===== config.mk =====
export PLATFORM = sky130hd
export DESIGN_NAME = seven_seg_scanner
export DESIGN_NICKNAME = d
export VERILOG_FILES = /design/src/rtl/seven_seg_scanner.sv
export SDC_FILE = /design/constraint.sdc
export NUM_CORES = 1
export LEC_CHECK = 0
export ABC_AREA = 1
export BUFFER_PORTS_ARGS = -buffer_cell sky130_fd_sc_hd__buf_2
export CORE_MARGIN = 2
export CORE_UTILIZATION = 52
export CTS_CLUSTER_DIAMETER = 50
export CTS_CLUSTER_SIZE = 12
export DETAILED_ROUTE_END_ITERATION = 7
export PLACE_DENSITY = 0.78
export SYNTH_ARGS = -nofsm -noshare
export SYNTH_HDL_FRONTEND = slang
export SYNTH_SLANG_ARGS = --single-unit

===== constraint.sdc =====
create_clock -name i_clk -period 1.9 [get_ports i_clk]
set_input_delay 0.285 -clock i_clk [delete_from_list [all_inputs] [get_ports i_clk]]
set_output_delay 0.285 -clock i_clk [all_outputs]
set_load 0.02 [all_outputs]

===== src/rtl/seven_seg_scanner.sv =====
// rtl/seven_seg_scanner.sv - four-digit active-low 7-segment multiplexer with frame-coherent latching and dead-time.
// Optional leading-zero blanking of digit 3: SEVEN_SEG_LEADING_ZERO_BLANK_EN.
module seven_seg_scanner #(
   parameter int PRESCALE    = 4,
   parameter int DEAD_CYCLES = 1
) (
   input  logic       i_clk,
   input  logic       i_rst,
   input  logic [6:0] i_hex0,
   input  logic [6:0] i_hex1,
   input  logic [6:0] i_hex2,
   input  logic [6:0] i_hex3,
   output logic [6:0] o_seg,
   output logic [3:0] o_an,
   output logic       o_frame_start
);

   localparam int CW = $clog2(PRESCALE);

   logic [CW-1:0] cnt_q, cnt_d;
   logic [1:0]    idx_q, idx_d;
   logic [6:0]    shadow_q [4];
   logic [6:0]    shadow_d [4];
   logic [6:0]    seg_q, seg_d;
   logic [3:0]    an_q, an_d;
   logic          fs_q, fs_d;
   logic          load;
   logic          hide_slot;

`ifdef SEVEN_SEG_LEADING_ZERO_BLANK_EN
   logic          blank3_q, blank3_d;
`endif

   always_comb begin
      load  = (idx_q == 2'd0) && (cnt_q == '0);
      cnt_d = cnt_q + CW'(1);
      idx_d = idx_q;
      if (cnt_q == CW'(PRESCALE - 1)) begin
         cnt_d = '0;
         idx_d = idx_q + 2'd1;
      end

      // On the load edge the freshly latched values double as the bypass source.
      shadow_d = shadow_q;
      if (load) begin
         shadow_d[0] = i_hex0;
         shadow_d[1] = i_hex1;
         shadow_d[2] = i_hex2;
         shadow_d[3] = i_hex3;
      end

`ifdef SEVEN_SEG_LEADING_ZERO_BLANK_EN
      blank3_d  = load ? (i_hex3 == 7'b1000000) : blank3_q;
      hide_slot = (idx_q == 2'd3) && blank3_q;
`else
      hide_slot = 1'b0;
`endif

      fs_d  = load;
      an_d  = 4'b1111;
      seg_d = 7'b1111111;
      if (!(int'(cnt_q) < DEAD_CYCLES) && !hide_slot) begin
         an_d[idx_q] = 1'b0;
         seg_d       = shadow_d[idx_q];
      end
   end

   always_ff @(posedge i_clk) begin
      if (i_rst) begin
         cnt_q    <= '0;
         idx_q    <= 2'd0;
         shadow_q <= '{default: 7'b1111111};
         seg_q    <= 7'b1111111;
         an_q     <= 4'b1111;
         fs_q     <= 1'b0;
`ifdef SEVEN_SEG_LEADING_ZERO_BLANK_EN
         blank3_q <= 1'b0;
`endif
      end else begin
         cnt_q    <= cnt_d;
         idx_q    <= idx_d;
         shadow_q <= shadow_d;
         seg_q    <= seg_d;
         an_q     <= an_d;
         fs_q     <= fs_d;
`ifdef SEVEN_SEG_LEADING_ZERO_BLANK_EN
         blank3_q <= blank3_d;
`endif
      end
   end

   assign o_seg         = seg_q;
   assign o_an          = an_q;
   assign o_frame_start = fs_q;

endmodule


# [Word level (Yosys, flattened, before mapping)]
# Index checks and enable logic that the tools add are counted.
[op_classes] reduce_logical=6 mux=6 eq_ne=1 bitwise_logic=2 add_sub_neg=2 n_lt_le_gt_ge=4
[op_table] op="two-way mux 28 bit" count=1
[op_table] op="binary-select mux 7 bit (select 2 bit)" count=1
[op_table] op="two-way mux 7 bit" count=2
[op_table] op="adder 2 x 1 -> 2 bit (second input constant)" count=2
[op_table] op="zero test 2 bit" count=2
[op_table] op="NOT 4 bit" count=1
[op_table] op="OR reduction 2 bit" count=2
[op_table] op=">= comparator 3 bit (second input constant)" count=1
[op_table] op="< comparator 2 x 3 -> 1 bit (second input constant)" count=1
[op_table] op="NOT 2 -> 3 bit" count=1
[op_table] op="demux 1 bit (select 2 bit)" count=1
[op_table] op="== test 2 bit (second input constant)" count=1
[op_table] op=">= comparator 2 x 1 -> 1 bit (second input constant)" count=1
[op_table] op="logical AND 1 bit" count=2
[op_table] op="< comparator 2 x 1 -> 1 bit (second input constant)" count=1
[op_table] op="two-way mux 1 bit" count=1
[word_totals] wordCells=30 reg_bits=44 in_bits=30

# [Longest topological paths before layout]
# Gate-level depths: netlist of the first run.
[logic_depth] ltp_word=6 ltp_mapped=10

# [Worst setup path after synthesis of the first run]
# OpenSTA, ideal clock, no wires.
[synth_timing] path_kind="register to register" startpoint="register idx_q[1]" endpoint="register seg_q[4], in the netlist o_seg[4]" path_stages_with_launch=10 path_buffers=3 setup_time_ns=0.130 period_less_slack_ns=1.680 setup_slack_ns=0.220 arrival_time_ns=1.550 path_cell_list="dfxtp_1 > buf_2 > clkinv_1 > ha_1 > buf_4 > buf_4 > nand3_1 > nand3_1 > nand3_1 > nand3_1"
[synth_via] elab_chain_cells=6 elab_cells_between_ends=7 classes_between="mux (4); bitwise (1); reduce/logical (2)"
[synth_lines] item="start, declared" line="21" source="logic [1:0] idx_q, idx_d;"
[synth_lines] item="start signal, assigned" line="81" source="idx_q <= idx_d;"
[synth_lines] item="zero test 2 bit" line="35" source="load = (idx_q == 2'd0) && (cnt_q == '0);"
[synth_lines] item="logical AND 1 bit" line="35"
[synth_lines] item="two-way mux 28 bit" line="45" source="if (load) begin"
[synth_lines] item="binary-select mux 7 bit (select 2 bit) *" line="64" source="seg_d = shadow_d[idx_q];"
[synth_lines] item="two-way mux 7 bit (implied by the code) * (2 in a row)" line="64"
[synth_lines] item="end signal, assigned" line="83" source="seg_q <= seg_d;"
[synth_lines] item="end, declared" line="24" source="logic [6:0] seg_q, seg_d;"
# Mark *: on every way between the ends. The rest lies on a longest branch, timed or not. The select of a mux whose other input is x is not followed.
# A chain may end at the register's enable or synchronous reset.

# [Worst setup path after layout of the first run]
[layout_timing] startpoint="register cnt_q[0]" endpoint="register seg_q[1], in the netlist o_seg[1]"
[layout_via] elab_chain_cells=6 elab_cells_between_ends=8 classes_between="order compare (1); mux (4); reduce/logical (3)"
[layout_lines] item="start, declared" line="20" source="logic [CW-1:0] cnt_q, cnt_d;"
[layout_lines] item="start signal, assigned" line="80" source="cnt_q <= cnt_d;"
[layout_lines] item="zero test 2 bit" line="35"
[layout_lines] item="logical AND 1 bit" line="35"
[layout_lines] item="two-way mux 28 bit" line="45"
[layout_lines] item="binary-select mux 7 bit (select 2 bit)" line="64"
[layout_lines] item="two-way mux 7 bit (implied by the code) (2 in a row)" line="64"
# Several ways; a longest one is shown, not always the timed one. The select of a mux whose other input is x is not followed.

==> results.cfg, run 1 <==
[final_layout]
fin_util = 0.6572
nets = 300
area_delta_synth_final_pct = 22.38
diodes = 0
drive_above_1_share = 0.2386

[critical_path]
crit_fanout = 17
crit_type = flop to flop
r2r_slack_ps = 320
cp-start-kind = flop
reg2reg_from = cnt_q[0]$_SDFF_PP0_
ff2ff_path_depth = 8
cp.required_ps = 2160
critPathArrivalTime_ps = 1830
r2r-end = o_seg[1]$_SDFF_PP1_
crit_path_end_kind = flop

[detailed_routing]
firstDrtPassIters = 4
drt_iter0_drc = 109
routed_wl_mm = 4.088
ant_nets = 0
dr_total_vias = 1695
drc = 0
routed_via_density = 5.468
wl_per_cell_um = 13.19

[timing]
hold_viol_final = 0
finClkSkew_ps = 3.834
setup_viol = 0
tns_ps = 0
slew_headroom = 0.8072
fmax_ghz = 0.6341
slew_violations = 0
grt_setup_unrepaired = false
worst_pin_slew_ps = 288.8
finalCritPeriodShare = 0.8300
fin_crit_ps = 1577

[die]
initial_core_util = 0.5370
die-area_sq_um = 3903
fp.coreArea_sq_um = 3311
die_h_um = 62.48
rows = 21
ioPinCount = 42
fp.dieW_um = 62.48

[yosys]
synth_top_cell_by_area = dfxtp_1
synth.avg_cell_area_sq_um = 8.119
syn_area_sq_um = 1778
synthFlopType = dfxtp_1
async_reset_ff_frac = 0
synth-seq-area-share = 0.4954
synth_cells = 219
synthTopCellsByArea = dfxtp_1, nand3_1, nand2_1
synth_seq_cells = 44
ys_types = 16
synth_most_common_cell = nand3_1
yosysTopAreaCellShare = 0.4954
synth_nets = 256
synth_edf_count = 0
netlist_top_cells_count = nand3_1, dfxtp_1, nand2_1, ha_1
synth-warning-count = 0

[place]
gp_congestion = 0.8028
hpwlAfterDp_mm = 2.895
portBuffers = 41

[clock_tree]
clockRootBuffer = clkbuf_4
cts.sinks = 44
h-tree-depth = 2
clkLatencyLatePin_ps = 360
cts_tree = yes
ctsHoldBuffers = 0
clk_pin_slew_ps = 120
clk_path_buf_depth = 2
numCtsBuffers = 5

[global_routing]
grtUsageTotal = 0.2320
grt_pass1_vias = 1695
grt_overflow = 0
antenna_found_initial = 0
grt_max_degree = 18
grt_pass1_wl_mm = 7.300

[worst_hold_path]
hold_path_depth = 2
min_path_type = input port to flop
hold_end = cnt_q[0]$_SDFF_PP0_
worstHoldStart = i_rst

[flow_run]
drv_cap = 0

[outcome]
status = complete, no violations

[power_and_ir_drop]
p_per_area_nw_per_um2 = 1190
ir_worst_vdd_mv = 0.5874
p_leak_nw = 1.005
-- worst max path at each step --
| stage | cells after the start | slack [ps] | endpoint | from |
|---|---|---|---|---|
| after global placement | 8 | 240 | o_seg[4]$_SDFF_PP1_ | cnt_q[0]$_SDFF_PP0_ |
| final | 8 | 320 | o_seg[1]$_SDFF_PP1_ | cnt_q[0]$_SDFF_PP0_ |
| after floorplan | 9 | 220 | o_seg[4]$_SDFF_PP1_ | idx_q[1]$_SDFFE_PP0N_ |
| after detailed placement | 8 | 200 | o_seg[0]$_SDFF_PP1_ | cnt_q[0]$_SDFF_PP0_ |
| after CTS | 8 | 170 | o_seg[1]$_SDFF_PP1_ | cnt_q[0]$_SDFF_PP0_ |
| after global routing | 8 | 170 | o_seg[2]$_SDFF_PP1_ | cnt_q[0]$_SDFF_PP0_ |
-- stage by stage --
stage	instances	instance area (sq um)	setup WS (ps)	hold WS [ps]	power (mW)
2_1_floorplan	219	1778	220.1	356.1	1.591
3_3_place_gp	302	2046	239.6	433.8	1.748
3_5_place_dp	302	2046	196.4	439.6	1.766
4_1_cts	310	2173	171.9	117.0	2.603
5_1_grt	310	2176	170.5	137.5	2.751
6_report	310	2176	322.9	135.6	2.590
-- final cells by class --
class	instances	area, sq um
Inverter	6	22.52
Sequential cell	44	880.8
Fill cell	295	1135
Tap cell	46	57.56
Clock inverter	3	90.09
Multi-Input combinational cell	153	779.5
Timing Repair Buffer	53	307.8
Clock buffer	5	37.54
-- layout by cell type, fill, tap and decap left out --
cell type | Yosys | routed
nor3b_1 | 1 | 1
clkinv_1 | 1 | 1
buf_2 | 6 | 41
a21oi_1 | 2 | 2
nor3_1 | 1 | 1
ha_2 | 0 | 1
buf_12 | 0 | 1
nor2_1 | 2 | 2
nand3_1 | 105 | 105
dfxtp_1 | 44 | 44
clkbuf_4 | 0 | 5
inv_1 | 4 | 4
buf_4 | 6 | 11
ha_1 | 7 | 6
bufinv_16 | 0 | 3
nand2_1 | 33 | 33
inv_2 | 1 | 1
o21ai_0 | 2 | 2
-- timing repair --
| action | 4_1_cts | 5_1_grt |
|---|---|---|
| resized for setup | 0 | 1 |
| setup buffers | 0 | 0 |
| setup endpoints to repair | 0 | 7 |
-- cells by family after synthesis --
logic type,Yosys count,share of synthesized area
adder cells (fa/ha/maj),7,0.04926
AO/OA/AOI/OAI,4,0.01126
AND/OR/NAND/NOR,142,0.3765
buffers and inverters,22,0.06755
flip-flops,44,0.4954
-- worst max-delay path, cell delays in order (launching register included) --
cell	delay, ps
dfxtp_1	350
inv_1	90
ha_2	350
nand2_1	120
buf_4	220
nand2_1	90
nand3_1	70
nand3_1	110
nand3_1	90
-- registers in the layout, summed over array words and instances, names as in the netlist --
register / flops
cnt_q: 2
idx_q: 2
o_an: 4
o_frame_start: 1
o_seg: 7
shadow_q: 28
-- report_power, final --
group / switching, mW / internal, mW
logic: 0.410 / 0.242
registers: 0.0382 / 1.06
clock network: 0.297 / 0.542
-- metal layers --
metal  vias to the layer above  global-route usage  wire length, um
met2                        63              0.3831             1921
met1                       779              0.2921             1773
met5                         -                   0                0
met3                         9             0.05946              308
met4                         0             0.08611               84
li1                        844                   -                -
No activity file was read; power rests on OpenSTA's default activity.
==> run 2, diff against run 1 <==
Settings changed: CORE_UTILIZATION 52 to 47, PLACE_DENSITY 0.78 to 0.74.
Clock period 1.9 ns to 1.35 ns, I/O delays scaled along.
==> run 2 against run 1 <==
Flip-flop and latch count stayed put; routed wire length rose by 11%; sequential share of layout area shrank 2.4 points; sequential power rose by 41%; critical endpoint unchanged.
==> results.cfg, run 2 (synthesized netlist as in run 1, its figures left out) <==
[outcome]
status = complete, no violations

[worst_hold_path]
hold_end = cnt_q[0]$_SDFF_PP0_
hold_path_depth = 2
min_path_type = input port to flop
worstHoldStart = i_rst

[critical_path]
path_common_cell = nand3_1
cpLargestDelayFamily = simple AND/OR/NAND/NOR gates
cpPeakStageDelay_ps = 350
crit_slowest_cell = dfxtp_4
ff2ff_path_depth = 8
cp.required_ps = 1540
worst-path-buf-inv = 2
crit_type = flop to flop
r2r_slack_ps = 40
crit_path_end_kind = flop
crit_fanout = 14
cp.depth = 8
cp_cell_sequence = inv_4 > ha_4 > nand2_4 > clkbuf_16 > nand2_1 > nand3_1 > nand3_2 > nand3_1
r2r-end = o_seg[1]$_SDFF_PP1_
reg2reg_from = idx_q[0]$_SDFFE_PP0N_
critPathArrivalTime_ps = 1500
cp-start-kind = flop

[clock_tree]
h-tree-depth = 2
cts.sinks = 44
numCtsBuffers = 5
ctsHoldBuffers = 0
clk_pin_slew_ps = 80
cts_tree = yes
clockRootBuffer = clkbuf_8
clk_path_buf_depth = 2
clkLatencyLatePin_ps = 290

[flow_run]
drv_cap = 0

[die]
die_h_um = 65.51
fp.coreArea_sq_um = 3661
die-area_sq_um = 4291
initial_core_util = 0.4856
rows = 22
ioPinCount = 42
fp.dieW_um = 65.51

[global_routing]
grt_overflow = 0
antenna_found_initial = 0
grt_pass1_vias = 1597
grtUsageTotal = 0.2167
grt_pass1_wl_mm = 7.044
grt_max_degree = 31

[place]
hpwlAfterDp_mm = 3.064
portBuffers = 41
gp_congestion = 0.8270
place_area_sq_um = 2136

[final_layout]
fillCellCount = 335
final_common_cell = nand3_1
nets = 303
drive_above_1_share = 0.3158
area_delta_synth_final_pct = 30.82
layout_common_cells = nand3_1, dfxtp_1, buf_2, nand2_1
regMostFlops = shadow_q
fin_util = 0.6353
largest_reg_flops = 28
fin_area_sq_um = 2326
diodes = 0

[detailed_routing]
dr_total_vias = 1712
routed_via_density = 5.452
drt_iter0_drc = 102
ant_nets = 0
wl_per_cell_um = 14.39
drc = 0
firstDrtPassIters = 4
routed_wl_mm = 4.518

[timing]
slew_violations = 0
fmax_ghz = 0.7633
fin_hold_ws_ps = 132.4
worst_pin_slew_ps = 204.3
setup_viol = 0
tns_ps = 0
fin_crit_ps = 1310
finClkSkew_ps = 3.655
slew_headroom = 0.8638
finalCritPeriodShare = 0.9704
hold_viol_final = 0

[power_and_ir_drop]
p_leak_nw = 1.055
p_per_area_nw_per_um2 = 1514
power_mw = 3.522
ir_worst_vdd_mv = 0.7960
## run 2: cell types whose count changed in the layout (fill, tap and decap cells not counted), sizes merged
cell and change:
buf +2, bufinv -3, clkbuf +3
## run 2: per-stage QoR
step / setup WS (ps) / instances
3_3_place_gp: 43.09 / 305
4_1_cts: 6.390 / 312
5_1_grt: -30.17 / 314
3_5_place_dp: 22.86 / 305
2_1_floorplan: -24.97 / 219
6_report: 39.92 / 314
## run 2: worst max path at each step
| stage | start | end | slack, ps |
|---|---|---|---|
| 2_1_floorplan | idx_q[0]$_SDFFE_PP0N_ | o_seg[0]$_SDFF_PP1_ | -20 |
| 5_1_grt | idx_q[0]$_SDFFE_PP0N_ | o_seg[1]$_SDFF_PP1_ | -30 |
| 6_report | idx_q[0]$_SDFFE_PP0N_ | o_seg[1]$_SDFF_PP1_ | 40 |
| 3_5_place_dp | cnt_q[0]$_SDFF_PP0_ | o_seg[4]$_SDFF_PP1_ | 20 |
| 3_3_place_gp | idx_q[0]$_SDFFE_PP0N_ | o_seg[5]$_SDFF_PP1_ | 40 |
| 4_1_cts | cnt_q[0]$_SDFF_PP0_ | o_seg[6]$_SDFF_PP1_ | 6 |
## run 2: final cells by class
| cell class | count | area, sq um | share of cell area |
|---|---|---|---|
| inverter | 6 | 30.03 | 0.01291 |
| tap | 48 | 60.06 | 0.02582 |
| multi-input combinational | 153 | 864.6 | 0.3717 |
| clock buffer | 7 | 96.34 | 0.04142 |
| sequential | 44 | 885.9 | 0.3809 |
| timing repair buffer | 56 | 389.1 | 0.1673 |
## run 2: metal layers
| metal | vias up | track usage | share of wire |
|---|---|---|---|
| li1 | 848 | - | - |
| met1 | 802 | 0.2744 | 0.45 |
| met2 | 54 | 0.3584 | 0.48 |
| met3 | 8 | 0.04281 | 0.052 |
| met4 | 0 | 0.09375 | 0.014 |
| met5 | - | 0 | 0 |
## run 2: repair_timing
item / 4_1_cts / 5_1_grt
buffers inserted: 0 / 1
gates resized for setup: 0 / 14
setup endpoints to repair: 0 / 7
## run 2: where the power goes
part           total, mW  internal (mW)  switching [mW]
Clock              0.879          0.456           0.423
Sequential          1.55           1.49          0.0610
Combinational       1.09          0.442           0.646
## run 2: worst register-to-register path: stages, from the launching register on
cell and delay (ps):
dfxtp_4 350, inv_4 60, ha_4 190, nand2_4 90
clkbuf_16 180, nand2_1 80, nand3_1 90, nand3_2 100
nand3_1 60
==> run 3, diff against run 2 <==
Settings changed: CORE_UTILIZATION 47 to 56, CTS_CLUSTER_SIZE 12 to 10, PLACE_DENSITY 0.74 to 0.83.
Clock period 1.35 ns to 1.6 ns, I/O delays scaled along.
==> run 3 against run 2 <==
Clock power shrank 44%; combinational power is 30% lower; first-iteration DRC count rose by 7.8%; largest cell class unchanged.
==> results.cfg, run 3 (synthesized netlist as in run 1, its figures left out) <==
[outcome]
status = complete, no violations

[place]
gp_congestion = 0.8337
portBuffers = 41
place_ws_ps = 227.2
dp.cells = 299
hpwlAfterDp_mm = 2.753
place_area_sq_um = 2038

[die]
initial_core_util = 0.5872
ioPinCount = 42
rows = 20
fp.dieW_um = 60.35
die_h_um = 60.35
die-area_sq_um = 3642
fp.coreArea_sq_um = 3028

[global_routing]
grt_overflow = 0
grt_max_degree = 30
grtUsageTotal = 0.2410
grt_pass1_vias = 1468
antenna_found_initial = 0
grt_pass1_wl_mm = 6.320

[timing]
grt_setup_unrepaired = false
finClkSkew_ps = 14.57
tns_ps = 0
finalCritPeriodShare = 0.8732
worst_pin_slew_ps = 270.9
slew_headroom = 0.8194
setup_viol = 0
slew_violations = 0
fin_crit_ps = 1397
hold_viol_final = 0
setup_slack_ps = 202.9
fmax_ghz = 0.7158

[clock_tree]
cts_resized = 0
clkLatencyLatePin_ps = 360
clk_path_buf_depth = 2
numCtsBuffers = 5
cts.sinks = 44
cts_tree = yes
clk_pin_slew_ps = 110
ctsHoldBuffers = 0
clockRootBuffer = clkbuf_4
h-tree-depth = 2
cts_setup_buffers = 0

[detailed_routing]
met2_length_mm = 1.901
wl_per_cell_um = 13.17
wl_met3_um = 270
top_layer_used = met4
drt_iter0_drc = 110
firstDrtPassIters = 4
routed_via_density = 5.337
dr_total_vias = 1633
drc = 0
met1_length_mm = 1.732
routed_wl_mm = 4.029
ant_nets = 0

[worst_hold_path]
hold_path_depth = 2
min_path_type = input port to flop
hold_end = o_frame_start$_SDFF_PP0_
worstHoldStart = i_rst

[power_and_ir_drop]
ir_worst_vdd_mv = 0.7199
p_per_area_nw_per_um2 = 1229
p_leak_nw = 0.9648

[critical_path]
critPathArrivalTime_ps = 1700
cp-start-kind = flop
crit_fanout = 29
cpLargestDelayFamily = simple AND/OR/NAND/NOR gates
worst-path-buf-inv = 2
crit_slowest_cell = dfxtp_1
reg2reg_from = cnt_q[0]$_SDFF_PP0_
ff2ff_path_depth = 8
crit_path_end_kind = flop
r2r-end = o_seg[0]$_SDFF_PP1_
path_common_cell = nand3_1
cpPeakStageDelay_ps = 370
r2r_slack_ps = 200
cp.required_ps = 1900
cp_cell_sequence = inv_1 > ha_1 > nand2_1 > buf_12 > nand2_1 > nand3_1 > nand3_1 > nand3_1
crit_type = flop to flop

[final_layout]
final_common_cell = nand3_1
area_delta_synth_final_pct = 17.24
nets = 299
layout_common_cells = nand3_1, dfxtp_1, buf_2, nand2_1, buf_4
drive_above_1_share = 0.2328
fin_util = 0.6884
regMostFlops = shadow_q
fin_area_sq_um = 2085
diodes = 0
largest_reg_flops = 28
instances_no_fill = 306

[flow_run]
drv_cap = 0
## run 3: changes by cell type in the layout (fill, tap and decap cells not counted), moves of 4 or more
cell,previous run,this run
nand2_1,28,33
nand2_2,4,0
nand3_2,9,0
nand3_1,96,105
clkbuf_8,7,0
clkbuf_4,0,5
## run 3: worst register-to-register path, cell delays in order (launching register included)
cell	delay, ps
dfxtp_1	370
inv_1	70
ha_1	230
nand2_1	110
buf_12	190
nand2_1	100
nand3_1	80
nand3_1	110
nand3_1	100
## run 3: power breakdown
part           internal (mW)  switching, mW
logic                  0.284          0.483
clock network          0.162          0.329
registers               1.26         0.0433
total                   1.71          0.855
## run 3: final cells by class
cell class,count,area [sq um]
fill,262,943.4
sequential,44,882.1
multi-input combinational,153,777.0
timing repair buffer,52,300.3
tap,44,55.05
clock buffer,6,41.29
inverter,6,23.77
clock inverter,1,5.005
## run 3: worst max-delay path by stage
stage | startpoint | endpoint | cells after the start
2_1_floorplan | idx_q[1]$_SDFFE_PP0N_ | o_seg[4]$_SDFF_PP1_ | 9
3_3_place_gp | cnt_q[0]$_SDFF_PP0_ | o_seg[0]$_SDFF_PP1_ | 8
3_5_place_dp | cnt_q[0]$_SDFF_PP0_ | o_seg[0]$_SDFF_PP1_ | 8
4_1_cts | cnt_q[0]$_SDFF_PP0_ | o_seg[0]$_SDFF_PP1_ | 8
5_1_grt | cnt_q[0]$_SDFF_PP0_ | o_seg[0]$_SDFF_PP1_ | 8
6_report | cnt_q[0]$_SDFF_PP0_ | o_seg[0]$_SDFF_PP1_ | 8
## run 3: routing by layer
metal / track usage / vias to the layer above
met5: 0 / -
met4: 0.1270 / 0
met3: 0.06397 / 12
met1: 0.2988 / 724
li1: - / 840
met2: 0.3851 / 57
## run 3: metrics by stage
step	power (mW)	hold WS (ps)
final	2.561	108.1
after CTS	2.575	93.36
after global routing	2.739	104.0
after floorplan	1.890	311.1
after detailed placement	2.095	437.7
after global placement	2.071	432.9
